## config.mk

```make
export PLATFORM = sky130hd
export DESIGN_NAME = horner_poly_evaluator
export DESIGN_NICKNAME = d
export VERILOG_FILES = /design/src/rtl/floating_point_add_valid_only.sv /design/src/rtl/floating_point_mult_valid_only.sv /design/src/rtl/horner_poly_evaluator.sv
export SDC_FILE = /design/constraint.sdc
export NUM_CORES = 2
export LEC_CHECK = 0
export CORE_MARGIN = 3
export CORE_UTILIZATION = 50
export CTS_CLUSTER_DIAMETER = 80
export DETAILED_ROUTE_END_ITERATION = 8
export HOLD_SLACK_MARGIN = 0.02
export PLACE_DENSITY = 0.69
export SYNTH_ARGS = -nofsm -noshare
export SYNTH_HDL_FRONTEND = slang
export SYNTH_SLANG_ARGS = --single-unit
```

## constraint.sdc

```tcl
create_clock -name clk -period 48.7 [get_ports clk]
set_input_delay 9.74 -clock clk [delete_from_list [all_inputs] [get_ports clk]]
set_output_delay 9.74 -clock clk [all_outputs]
set_load 0.01 [all_outputs]
```

## src/rtl/floating_point_add_valid_only.sv

```systemverilog
// Single-precision adder with a fixed-latency valid pipeline.
// Round-to-nearest-even; subnormal inputs/outputs flush to zero.
module floating_point_add_valid_only #(
    parameter int G_LATENCY = 2
) (
    input  logic        clk,
    input  logic        reset,
    input  logic [31:0] din1,
    input  logic [31:0] din2,
    input  logic        din_valid,
    output logic [31:0] dout,
    output logic        dout_valid
);

    logic [31:0] w_sum;
    logic [31:0] r_data  [G_LATENCY];
    logic        r_valid [G_LATENCY];

    function automatic logic [31:0] f_fp_add(input logic [31:0] a, input logic [31:0] b);
        logic [7:0]        ea;
        logic [7:0]        eb;
        logic [31:0]       big;
        logic [31:0]       sml;
        logic [7:0]        d;
        logic [47:0]       bm;
        logic [47:0]       sm;
        logic [47:0]       ssh;
        logic [48:0]       r;
        logic [48:0]       rn;
        int                pos;
        logic signed [9:0] e;
        logic [23:0]       m;
        logic [24:0]       mr;
        logic              g;
        logic              st;
        ea = a[30:23];
        eb = b[30:23];
        if ((ea == 8'hFF && a[22:0] != 23'h0) || (eb == 8'hFF && b[22:0] != 23'h0)) begin
            return 32'h7FC0_0000;
        end
        if (ea == 8'hFF && eb == 8'hFF) return (a[31] != b[31]) ? 32'h7FC0_0000 : a;
        if (ea == 8'hFF) return a;
        if (eb == 8'hFF) return b;
        if (ea == 8'h00 && eb == 8'h00) return {a[31] & b[31], 31'h0};
        if (ea == 8'h00) return b;
        if (eb == 8'h00) return a;
        if (a[30:0] >= b[30:0]) begin
            big = a;
            sml = b;
        end else begin
            big = b;
            sml = a;
        end
        d  = big[30:23] - sml[30:23];
        bm = {1'b1, big[22:0], 24'h0};
        sm = {1'b1, sml[22:0], 24'h0};
        // Bits shifted out of the smaller operand are jammed into the LSB as sticky
        if (d >= 8'd48) begin
            ssh = 48'h1;
        end else begin
            ssh = sm >> d;
            if (d != 8'd0 && (sm << (8'd48 - d)) != 48'h0) ssh[0] = 1'b1;
        end
        if (big[31] == sml[31]) r = {1'b0, bm} + {1'b0, ssh};
        else                    r = {1'b0, bm} - {1'b0, ssh};
        if (r == 49'h0) return 32'h0;
        pos = 0;
        for (int i = 0; i < 49; i++) begin
            if (r[i]) pos = i;
        end
        rn = r << (48 - pos);
        e  = $signed({2'b00, big[30:23]}) + $signed(10'(pos)) - 10'sd47;
        m  = rn[48:25];
        g  = rn[24];
        st = |rn[23:0];
        mr = {1'b0, m} + {24'h0, g & (st | m[0])};
        if (mr[24]) begin
            mr = mr >> 1;
            e  = e + 10'sd1;
        end
        if (e >= 10'sd255) return {big[31], 8'hFF, 23'h0};
        if (e <= 10'sd0) return {big[31], 31'h0};
        return {big[31], e[7:0], mr[22:0]};
    endfunction

    assign w_sum = f_fp_add(din1, din2);

    // Delay result and valid by G_LATENCY cycles; only the valid line is reset.
    always_ff @(posedge clk) begin
        r_data[0]  <= w_sum;
        r_valid[0] <= reset ? 1'b0 : din_valid;
        for (int i = 1; i < G_LATENCY; i++) begin
            r_data[i]  <= r_data[i-1];
            r_valid[i] <= reset ? 1'b0 : r_valid[i-1];
        end
    end

    assign dout       = r_data[G_LATENCY-1];
    assign dout_valid = r_valid[G_LATENCY-1];

endmodule

```

## src/rtl/floating_point_mult_valid_only.sv

```systemverilog
// Single-precision multiplier with a fixed-latency valid pipeline.
// Round-to-nearest-even; subnormal inputs/outputs flush to signed zero.
module floating_point_mult_valid_only #(
    parameter int G_LATENCY = 3
) (
    input  logic        clk,
    input  logic        reset,
    input  logic [31:0] din1,
    input  logic [31:0] din2,
    input  logic        din_valid,
    output logic [31:0] dout,
    output logic        dout_valid
);

    logic [31:0] w_product;
    logic [31:0] r_data  [G_LATENCY];
    logic        r_valid [G_LATENCY];

    function automatic logic [31:0] f_fp_mul(input logic [31:0] a, input logic [31:0] b);
        logic              s;
        logic [7:0]        ea;
        logic [7:0]        eb;
        logic [47:0]       p;
        logic [23:0]       m;
        logic [24:0]       mr;
        logic              g;
        logic              st;
        logic signed [9:0] e;
        s  = a[31] ^ b[31];
        ea = a[30:23];
        eb = b[30:23];
        if ((ea == 8'hFF && a[22:0] != 23'h0) || (eb == 8'hFF && b[22:0] != 23'h0)) begin
            return 32'h7FC0_0000;
        end
        if (ea == 8'hFF || eb == 8'hFF) begin
            // inf * 0 is invalid
            if (ea == 8'h00 || eb == 8'h00) return 32'h7FC0_0000;
            return {s, 8'hFF, 23'h0};
        end
        if (ea == 8'h00 || eb == 8'h00) return {s, 31'h0};
        p = {24'h0, 1'b1, a[22:0]} * {24'h0, 1'b1, b[22:0]};
        e = $signed({2'b00, ea}) + $signed({2'b00, eb}) - 10'sd127;
        if (p[47]) begin
            m  = p[47:24];
            g  = p[23];
            st = |p[22:0];
            e  = e + 10'sd1;
        end else begin
            m  = p[46:23];
            g  = p[22];
            st = |p[21:0];
        end
        mr = {1'b0, m} + {24'h0, g & (st | m[0])};
        if (mr[24]) begin
            mr = mr >> 1;
            e  = e + 10'sd1;
        end
        if (e >= 10'sd255) return {s, 8'hFF, 23'h0};
        if (e <= 10'sd0) return {s, 31'h0};
        return {s, e[7:0], mr[22:0]};
    endfunction

    assign w_product = f_fp_mul(din1, din2);

    // Delay result and valid by G_LATENCY cycles; only the valid line is reset.
    always_ff @(posedge clk) begin
        r_data[0]  <= w_product;
        r_valid[0] <= reset ? 1'b0 : din_valid;
        for (int i = 1; i < G_LATENCY; i++) begin
            r_data[i]  <= r_data[i-1];
            r_valid[i] <= reset ? 1'b0 : r_valid[i-1];
        end
    end

    assign dout       = r_data[G_LATENCY-1];
    assign dout_valid = r_valid[G_LATENCY-1];

endmodule

```

## src/rtl/horner_poly_evaluator.sv

```systemverilog
// Horner-method polynomial evaluator: y = c[0] + c[1]*x + ... + c[N-1]*x^(N-1).
// One shared multiplier and adder, sequenced by an FSM; coefficients are
// runtime-writable while idle and each sample carries a channel tag.
module horner_poly_evaluator #(
    parameter int  G_NUM_COEFS  = 6,
    parameter int  G_CHAN_WIDTH = 4,
    localparam int C_FP_DWIDTH  = 32,
    localparam int C_ADDR_WIDTH = $clog2((G_NUM_COEFS > 2) ? G_NUM_COEFS : 2)
) (
    input  logic                    clk,
    input  logic                    reset,
    input  logic                    enable,
    input  logic [C_FP_DWIDTH-1:0]  din,
    input  logic [G_CHAN_WIDTH-1:0] din_chan,
    input  logic                    din_valid,
    output logic                    din_ready,
    output logic [C_FP_DWIDTH-1:0]  dout,
    output logic [G_CHAN_WIDTH-1:0] dout_chan,
    output logic                    dout_valid,
    input  logic                    dout_ready,
    input  logic                    coef_wr_en,
    input  logic [C_ADDR_WIDTH-1:0] coef_wr_addr,
    input  logic [C_FP_DWIDTH-1:0]  coef_wr_data,
    output logic                    coef_wr_ready,
    output logic                    busy,
    output logic [31:0]             sample_count
);

    localparam int C_MULT_LATENCY = 3;
    localparam int C_ADD_LATENCY  = 2;
    localparam logic [C_ADDR_WIDTH-1:0] C_K_START =
        C_ADDR_WIDTH'((G_NUM_COEFS > 1) ? G_NUM_COEFS - 2 : 0);
    localparam logic [C_ADDR_WIDTH-1:0] C_TOP_ADDR = C_ADDR_WIDTH'(G_NUM_COEFS - 1);

    typedef enum logic [2:0] {
        StInit, StIdle, StMultIssue, StMultWait, StAddWait, StSend
    } state_e;

    state_e                  r_state;
    state_e                  w_state_next;

    logic [C_FP_DWIDTH-1:0]  r_coef [G_NUM_COEFS];
    logic [C_FP_DWIDTH-1:0]  r_x;
    logic [C_FP_DWIDTH-1:0]  r_acc;
    logic [C_FP_DWIDTH-1:0]  r_add_a;
    logic [C_FP_DWIDTH-1:0]  r_add_b;
    logic [C_FP_DWIDTH-1:0]  r_dout;
    logic [G_CHAN_WIDTH-1:0] r_tag;
    logic [G_CHAN_WIDTH-1:0] r_dout_chan;
    logic [C_ADDR_WIDTH-1:0] r_k;
    logic                    r_mult_valid;
    logic                    r_add_valid;
    logic [31:0]             r_sample_count;

    logic                    w_accept;
    logic                    w_coef_wr;
    logic [C_FP_DWIDTH-1:0]  w_top_coef;
    logic                    w_core_reset;
    logic [C_FP_DWIDTH-1:0]  w_mult_dout;
    logic                    w_mult_dout_valid;
    logic [C_FP_DWIDTH-1:0]  w_add_dout;
    logic                    w_add_dout_valid;

    assign w_accept  = din_valid & din_ready;
    assign w_coef_wr = coef_wr_en & coef_wr_ready & (int'(coef_wr_addr) < G_NUM_COEFS);
    // A write landing in the accept cycle must be seen by the new sample
    assign w_top_coef = (w_coef_wr && coef_wr_addr == C_TOP_ADDR) ? coef_wr_data
                                                                  : r_coef[G_NUM_COEFS-1];
    // Cores are flushed on abort so no stale result can leak into a later sample
    assign w_core_reset = reset | ~enable;

    assign dout         = r_dout;
    assign dout_chan    = r_dout_chan;
    assign sample_count = r_sample_count;

    floating_point_mult_valid_only #(
        .G_LATENCY (C_MULT_LATENCY)
    ) u_mult (
        .clk        (clk),
        .reset      (w_core_reset),
        .din1       (r_acc),
        .din2       (r_x),
        .din_valid  (r_mult_valid),
        .dout       (w_mult_dout),
        .dout_valid (w_mult_dout_valid)
    );

    floating_point_add_valid_only #(
        .G_LATENCY (C_ADD_LATENCY)
    ) u_add (
        .clk        (clk),
        .reset      (w_core_reset),
        .din1       (r_add_a),
        .din2       (r_add_b),
        .din_valid  (r_add_valid),
        .dout       (w_add_dout),
        .dout_valid (w_add_dout_valid)
    );

    // State register; reset and disable both return to INIT.
    always_ff @(posedge clk) begin
        if (reset || !enable) r_state <= StInit;
        else                  r_state <= w_state_next;
    end

    // Next-state decode.
    always_comb begin
        w_state_next = r_state;
        case (r_state)
            StInit:      w_state_next = StIdle;
            StIdle: begin
                if (w_accept) w_state_next = (G_NUM_COEFS == 1) ? StSend : StMultIssue;
            end
            StMultIssue: w_state_next = StMultWait;
            StMultWait: begin
                if (w_mult_dout_valid) w_state_next = StAddWait;
            end
            StAddWait: begin
                if (w_add_dout_valid) w_state_next = (r_k == '0) ? StSend : StMultIssue;
            end
            StSend: begin
                if (dout_ready) w_state_next = StIdle;
            end
            default:     w_state_next = StInit;
        endcase
    end

    // Handshake and status outputs decoded from state.
    always_comb begin
        din_ready     = 1'b0;
        dout_valid    = 1'b0;
        busy          = 1'b0;
        case (r_state)
            StIdle:                               din_ready = 1'b1;
            StMultIssue, StMultWait, StAddWait:   busy      = 1'b1;
            StSend: begin
                busy       = 1'b1;
                dout_valid = 1'b1;
            end
            default: ;
        endcase
        coef_wr_ready = din_ready;
    end

    // Datapath: coefficient store, Horner accumulator, core issue and result capture.
    always_ff @(posedge clk) begin
        if (reset) begin
            for (int i = 0; i < G_NUM_COEFS; i++) r_coef[i] <= '0;
            r_sample_count <= '0;
            r_dout         <= '0;
            r_dout_chan    <= '0;
            r_mult_valid   <= 1'b0;
            r_add_valid    <= 1'b0;
        end else if (!enable) begin
            r_dout       <= '0;
            r_dout_chan  <= '0;
            r_mult_valid <= 1'b0;
            r_add_valid  <= 1'b0;
        end else begin
            if (w_coef_wr) r_coef[coef_wr_addr] <= coef_wr_data;

            r_mult_valid <= (r_state == StMultIssue);
            r_add_valid  <= (r_state == StMultWait) && w_mult_dout_valid;

            if (w_accept) begin
                r_x   <= din;
                r_tag <= din_chan;
                r_acc <= w_top_coef;
                r_k   <= C_K_START;
                if (G_NUM_COEFS == 1) begin
                    r_dout      <= w_top_coef;
                    r_dout_chan <= din_chan;
                end
            end

            if (r_state == StMultWait && w_mult_dout_valid) begin
                r_add_a <= w_mult_dout;
                r_add_b <= r_coef[r_k];
            end

            if (r_state == StAddWait && w_add_dout_valid) begin
                r_acc <= w_add_dout;
                if (r_k == '0) begin
                    r_dout      <= w_add_dout;
                    r_dout_chan <= r_tag;
                end else begin
                    r_k <= r_k - 1'b1;
                end
            end

            if (r_state == StSend && dout_ready) r_sample_count <= r_sample_count + 32'd1;
        end
    end

endmodule
```

**Word-level counts from Yosys, hierarchy flattened**

Memory sizes are Yosys's and may differ from the RTL's. A register that Yosys moved wholly into a read port is not among the register bits.
Index checks and enable logic that the tools add are counted.

- Multiplexer cells: 263
- Equality and inequality tests: 16
- Bitwise logic cells: 12
- $add $sub $neg: 16
- Shifts and indexed selects: 3
- Multipliers: 1
- Reduce and logical (&&, ||, !) cells: 44
- Magnitude comparators: 7

Operators by type and width:

| kind | number |
|---|---|
| 2-to-1 mux 32 bit | 70 |
| 2-to-1 mux 49 bit | 8 |
| 2-to-1 mux 48 bit | 8 |
| 2-to-1 mux 10 bit | 17 |
| 2-to-1 mux 6 bit | 17 |
| 2-to-1 mux 1 bit | 97 |
| 2-to-1 mux 24 bit | 4 |
| nonzero test 23 bit | 4 |
| 2-to-1 mux 5 bit | 16 |
| adder 24 x 1 -> 25 bit | 2 |
| adder 48 x 48 -> 49 bit | 1 |
| zero test 49 bit | 1 |
| left shift 49 x 32 -> 49 bit | 1 |
| subtractor 48 x 48 -> 49 bit | 1 |
| multiplier 24 x 24 -> 48 bit | 1 |
| nonzero test 48 bit | 1 |
| left shift 48 x 8 -> 48 bit | 1 |
| right shift 48 x 8 -> 48 bit | 1 |
| 2-to-1 mux 23 bit | 2 |
| 2-to-1 mux 3 bit | 13 |
| adder 32 x 1 -> 32 bit (second input constant) | 1 |
| equality test 8 bit (second input constant) | 4 |
| zero test 8 bit | 4 |
| 2-to-1 mux 4 bit | 8 |
| other kinds (41) | 79 |

- Input port bits: 77
- RAM bits: 357
- Memories kept: 5
- Output and inout port bits: 72
- Register bits after elaboration: 144

Memories:

| memory | words | width | rd ports | clocked after memory_dff | write ports | RTL line | text |
|---|---|---|---|---|---|---|---|
| r_coef | 6 | 32 | 2 | 1 | 6 | horner_poly_evaluator.sv:42 | `logic [C_FP_DWIDTH-1:0] r_coef [G_NUM_COEFS];` |
| u_mult.r_data | 3 | 32 | 3 | 1 | 3 | floating_point_mult_valid_only.sv:16 | `logic [31:0] r_data [G_LATENCY];` |
| u_add.r_data | 2 | 32 | 2 | 0 | 2 | floating_point_add_valid_only.sv:16 | `logic [31:0] r_data [G_LATENCY];` |
| u_mult.r_valid | 3 | 1 | 3 | 0 | 3 | floating_point_mult_valid_only.sv:17 | `logic r_valid [G_LATENCY];` |
| u_add.r_valid | 2 | 1 | 2 | 0 | 2 | floating_point_add_valid_only.sv:17 | `logic r_valid [G_LATENCY];` |

**Logic depth before layout (Yosys ltp)**

- Depth after elaboration: 155
- Mapped depth: 78
- Depth with buffers taken out: 64

**By module**

A second synthesis with hierarchy kept.

- Cell total of the unflattened synthesis: 7275
- Area, all modules: 63963.8 µm²

By module, submodules not included:

| module | times used | area an instance (µm²) | cells an instance | sequential area each (µm²) |
|---|---|---|---|---|
| floating_point_mult_valid_only | 1 | 24915.1 | 2888 | 1981.9 |
| floating_point_add_valid_only | 1 | 20686.1 | 3128 | 1321.3 |
| horner_poly_evaluator | 1 | 18362.6 | 1259 | 13202.7 |

**Worst setup path after synthesis**

No wires, ideal clock.

- Path kind: register to register
- Start: reg r_add_a[28] (read register of u_mult.r_data)
- End: mem u_add.r_data[0][11]
- Setup slack: 33301 ps
- Buffers on the path: 17
- Cell stages (with the launch flop): 76
- Clock period less this slack: 15399 ps
- Arrival time: 15312 ps
- Required time: 48613 ps
- Cells stage by stage: edfxtp_1 > ha_1 > buf_4 > nand4_1 > or4_4 > nor2_1 > a21o_1 > buf_4 > buf_6 > buf_2 > buf_2 > buf_1 > mux2i_1 > ha_1 > a311oi_2 > nand3_1 > a311o_1 > nand2_1 > [40 not listed] > clkbuf_1 > buf_1 > mux2i_1 > o211ai_1 > nand3_1 > nor2_1 > ha_1 > and2_1 > o211ai_1 > nor4_1 > nand4_1 > clkbuf_1 > nor4_1 > xnor2_1 > o21a_1 > buf_2 > nand3_4 > o31ai_1

RTL lines:

| what | RTL line | text |
|---|---|---|
| from (decl) | horner_poly_evaluator.sv:45 | `logic [C_FP_DWIDTH-1:0] r_add_a;` |
| to (decl) | floating_point_add_valid_only.sv:16 |  |

==> qor.csv <==
metric,value,unit
synthXorXnorAreaFrac,3.242,%
cts.htree.levels,3,
drtIter0Drc,5699,
worstPathRequired,49240,ps
leakagePower,26.84,nW
cp_slowest_cell,nor2_1,
regArea,16510,sq um
post-cts-setup-buffer-count,0,
synth_warnings,0,
instances_no_fill,8106,
die_w,349.3,um
ant_nets,0,
numCtsBuffers,68,
ios,149,
post-route-period-util,39.69,%
status,finished clean,
grt_overflow,0,
cp.arrival,19870,ps
cts_tree,done,
synth.mux.area_fraction,7.136,%
drt-vias-per-instance,6.207,
crit_type,reg -> reg,
placed_cells,7977,
max-cap-violations,0,
tns,0,ps
power.internal,1.194,mW
end_kind,flip-flop,
synth_top_family_by_area,adder cells,
fin_area,64470,sq um
fin_skew,66.95,ps
yosys.area_share.simple,18.14,%
start_kind,flip-flop,
min_path_cells,0,
clockBufferDepth,3,
track_usage,32.88,%
reg2reg_depth,63,
start_util,50.57,%
first_pass_iters,9,
slowest_delay,880,ps
avgSynthCellArea,9.078,sq um
crit_fanout,67,
clkTransAtPathRegs,60,ps
synth.cell_area,58930,sq um
power_switching,0.7007,mW
rsz0062_at_grt,no,
synth_fa_ha_area_share,22.59,%
clock_latency,660,ps
die_y,349.3,um
slew_viol_final,0,
clockPowerShare,28.4,%
pwr-share-comb,39.6,%
grt_max_degree,92,
root_buffer,clkbuf_16,
timing.rr.start,r_add_a[8],
cpMostUsedCell,a21oi_1,
pwr_density_cell,29.40,nW/um^2
gp_congestion,1.046,
multi_input_area,38730,sq um
clock_sinks,629,
ys_seq_area_share,28.01,%
area_growth_syn_to_layout,9.398,%
core-area,116500,sq um
worstReg2RegEnd,u_add.r_data[0][14],
synth_cell_types,119,
synth_compound_area_share,13.99,%
slew_headroom,8.200,%
dp_hpwl,149.7,mm
dieArea,122000,sq um
fmax,0.05174,GHz
holdCritStartpoint,u_mult.r_data[0][13],
ir_worst_vdd,0.05569,mV
drc,0,
grt_pass1_vias,49660,
vias,50310,
rrSetupSlack,29370,ps
portBuffers,148,
synth-seq-cells,629,
fin_util,55.33,%
setup_viol,0,
synthCells,6491,
synth_flop_cell,edfxtp_1,
rows,125,
fill_cells,10410,
final_nets,7374,
drive_above_1_share,7.144,%
holdBufCountCts,0,
place_area,62070,sq um
worst_pin_slew,1363,ps
drt-total-wl,202.0,mm
grt_pass1_wl,306.1,mm
fin_crit,19330,ps
wl_per_cell,24.92,um
whs_endpoint,u_mult.r_data[1][13],
power_frac_seq,32.0,%
synth_edf_count,391,
min_path_type,reg -> reg,
grt_antenna_before_repair,6,
p_sw_share,36.97,%
async_flop_share,0,%
cts_resized,0,
finalHoldViolations,0,
-- synth_stat cells (20+ instances only) --
cell      count  share of area [%]
o21ai_0     226                1.9
a221oi_1     20               0.30
mux2_2       63                1.2
a31oi_1      32               0.34
o31ai_1      31               0.39
nor4_1       60               0.64
and3_1       40               0.42
nand4_1      79               0.84
or3_1        36               0.38
xor2_1       81                1.2
nand2_1     801                5.1
xnor2_1     132                2.0
buf_1        35               0.22
clkbuf_1    279                1.8
buf_2        38               0.32
edfxtp_1    391                 20
nor2_1      525                3.3
dfxtp_1     238                8.1
fa_1        485                 16
o211ai_1     61               0.78
inv_1       696                4.4
nand3_1     144                1.2
and2_1      260                2.8
o21bai_1     33               0.42
nand2b_1     36               0.38
a22oi_1      26               0.33
o22ai_1      36               0.38
a211oi_1     74               0.94
nor3_1      145                1.2
mux2i_1     155                2.6
mux4_2       83                3.2
ha_1        288                6.1
a21oi_1     373                3.2
a211o_1      23               0.34
or2_2        26               0.28
nor2b_1      26               0.28
a21o_1       54               0.69
-- cell type report --
type,instances,area share [%]
repair buffers,259,3.591
inverters,699,4.070
multi-input cells,4867,60.07
clock inverters,32,0.6968
flip-flops and latches,629,25.60
diodes,3,0.01165
clock buffers,93,2.995
well taps,1524,2.958
-- power groups by stage --
stage	logic, mW	clock network (mW)	registers, mW
global placement	0.720	0	0.616
finish	0.751	0.539	0.606
global route	0.845	0.565	0.607
CTS	0.741	0.544	0.606
detailed placement	0.734	0	0.617
floorplan	0.560	0	0.610
-- worst max path at each step --
stage	endpoint	cells past startpoint	startpoint
after floorplan	u_add.r_data[0][11]	75	r_add_a[28]
after global placement	u_add.r_data[0][16]	63	r_add_a[8]
after detailed placement	u_add.r_data[0][14]	63	r_add_a[10]
after CTS	u_add.r_data[0][14]	63	r_add_a[10]
after global routing	u_add.r_data[0][14]	64	r_add_b[10]
final	u_add.r_data[0][14]	63	r_add_a[8]
-- metal layers --
metal,share of wire [%],up-vias,wire length (um),global-route usage (%)
li1,-,22480,-,-
met1,41,24970,82890,44.35
met2,45,2378,91680,52.16
met3,8.9,480,17940,6.096
met4,4.7,4,9461,13.85
met5,0.013,-,26,0
-- state kept, by name (all words and copies together), names as in the netlist, 4 cells and up --
| name | flops |
|---|---|
| dout | 32 |
| dout_chan | 4 |
| r_acc | 32 |
| r_add_a | 32 |
| r_add_b | 32 |
| r_coef | 256 |
| r_tag | 4 |
| r_x | 32 |
| sample_count | 32 |
| u_add.r_data | 64 |
| u_mult.r_data | 96 |
-- cells in the final DEF, fill, tap and decap left out, drive strengths merged, types with 148 or more instances in the layout --
master | synthesis | layout
nand2 | 803 | 803
fa | 485 | 485
dfxtp | 238 | 238
and2 | 261 | 261
mux2i | 155 | 155
clkdlybuf4s50 | 0 | 148
ha | 288 | 288
o21ai | 241 | 241
inv | 697 | 706
a21oi | 376 | 376
edfxtp | 391 | 391
nor2 | 525 | 525
-- cells by family (layout without fill, tap and decap cells) --
kind of cell | Yosys count | after routing
AND/OR/NAND/NOR | 2263 | 2263
other | 1 | 67
adder cells (fa/ha/maj) | 773 | 773
flip-flops | 629 | 629
AO/OA/AOI/OAI | 1245 | 1245
multiplexers | 307 | 307
XOR/XNOR | 215 | 215
buffers and inverters | 1058 | 1083
-- critical path: cells and delay by family, from the launching register on --
family | cells | cell delay (ps)
adder cells (fa/ha/maj) | 6 | 1910
multiplexers | 4 | 1240
flip-flops | 1 | 510
buffers and inverters | 6 | 1980
XOR/XNOR | 1 | 660
AO/OA/AOI/OAI | 30 | 7490
AND/OR/NAND/NOR | 16 | 5390
-- per-stage QoR --
| stage | power (mW) | hold WS (ps) | worst slack (ps) |
|---|---|---|---|
| after detailed placement | 1.351 | 312.1 | 29910 |
| final | 1.895 | 297.2 | 29370 |
| after global routing | 2.018 | 304.6 | 27930 |
| after CTS | 1.892 | 297.5 | 29790 |
| after global placement | 1.336 | 311.8 | 30260 |
| after floorplan | 1.170 | 309.6 | 33300 |
No activity file was read; power rests on OpenSTA's default activity.
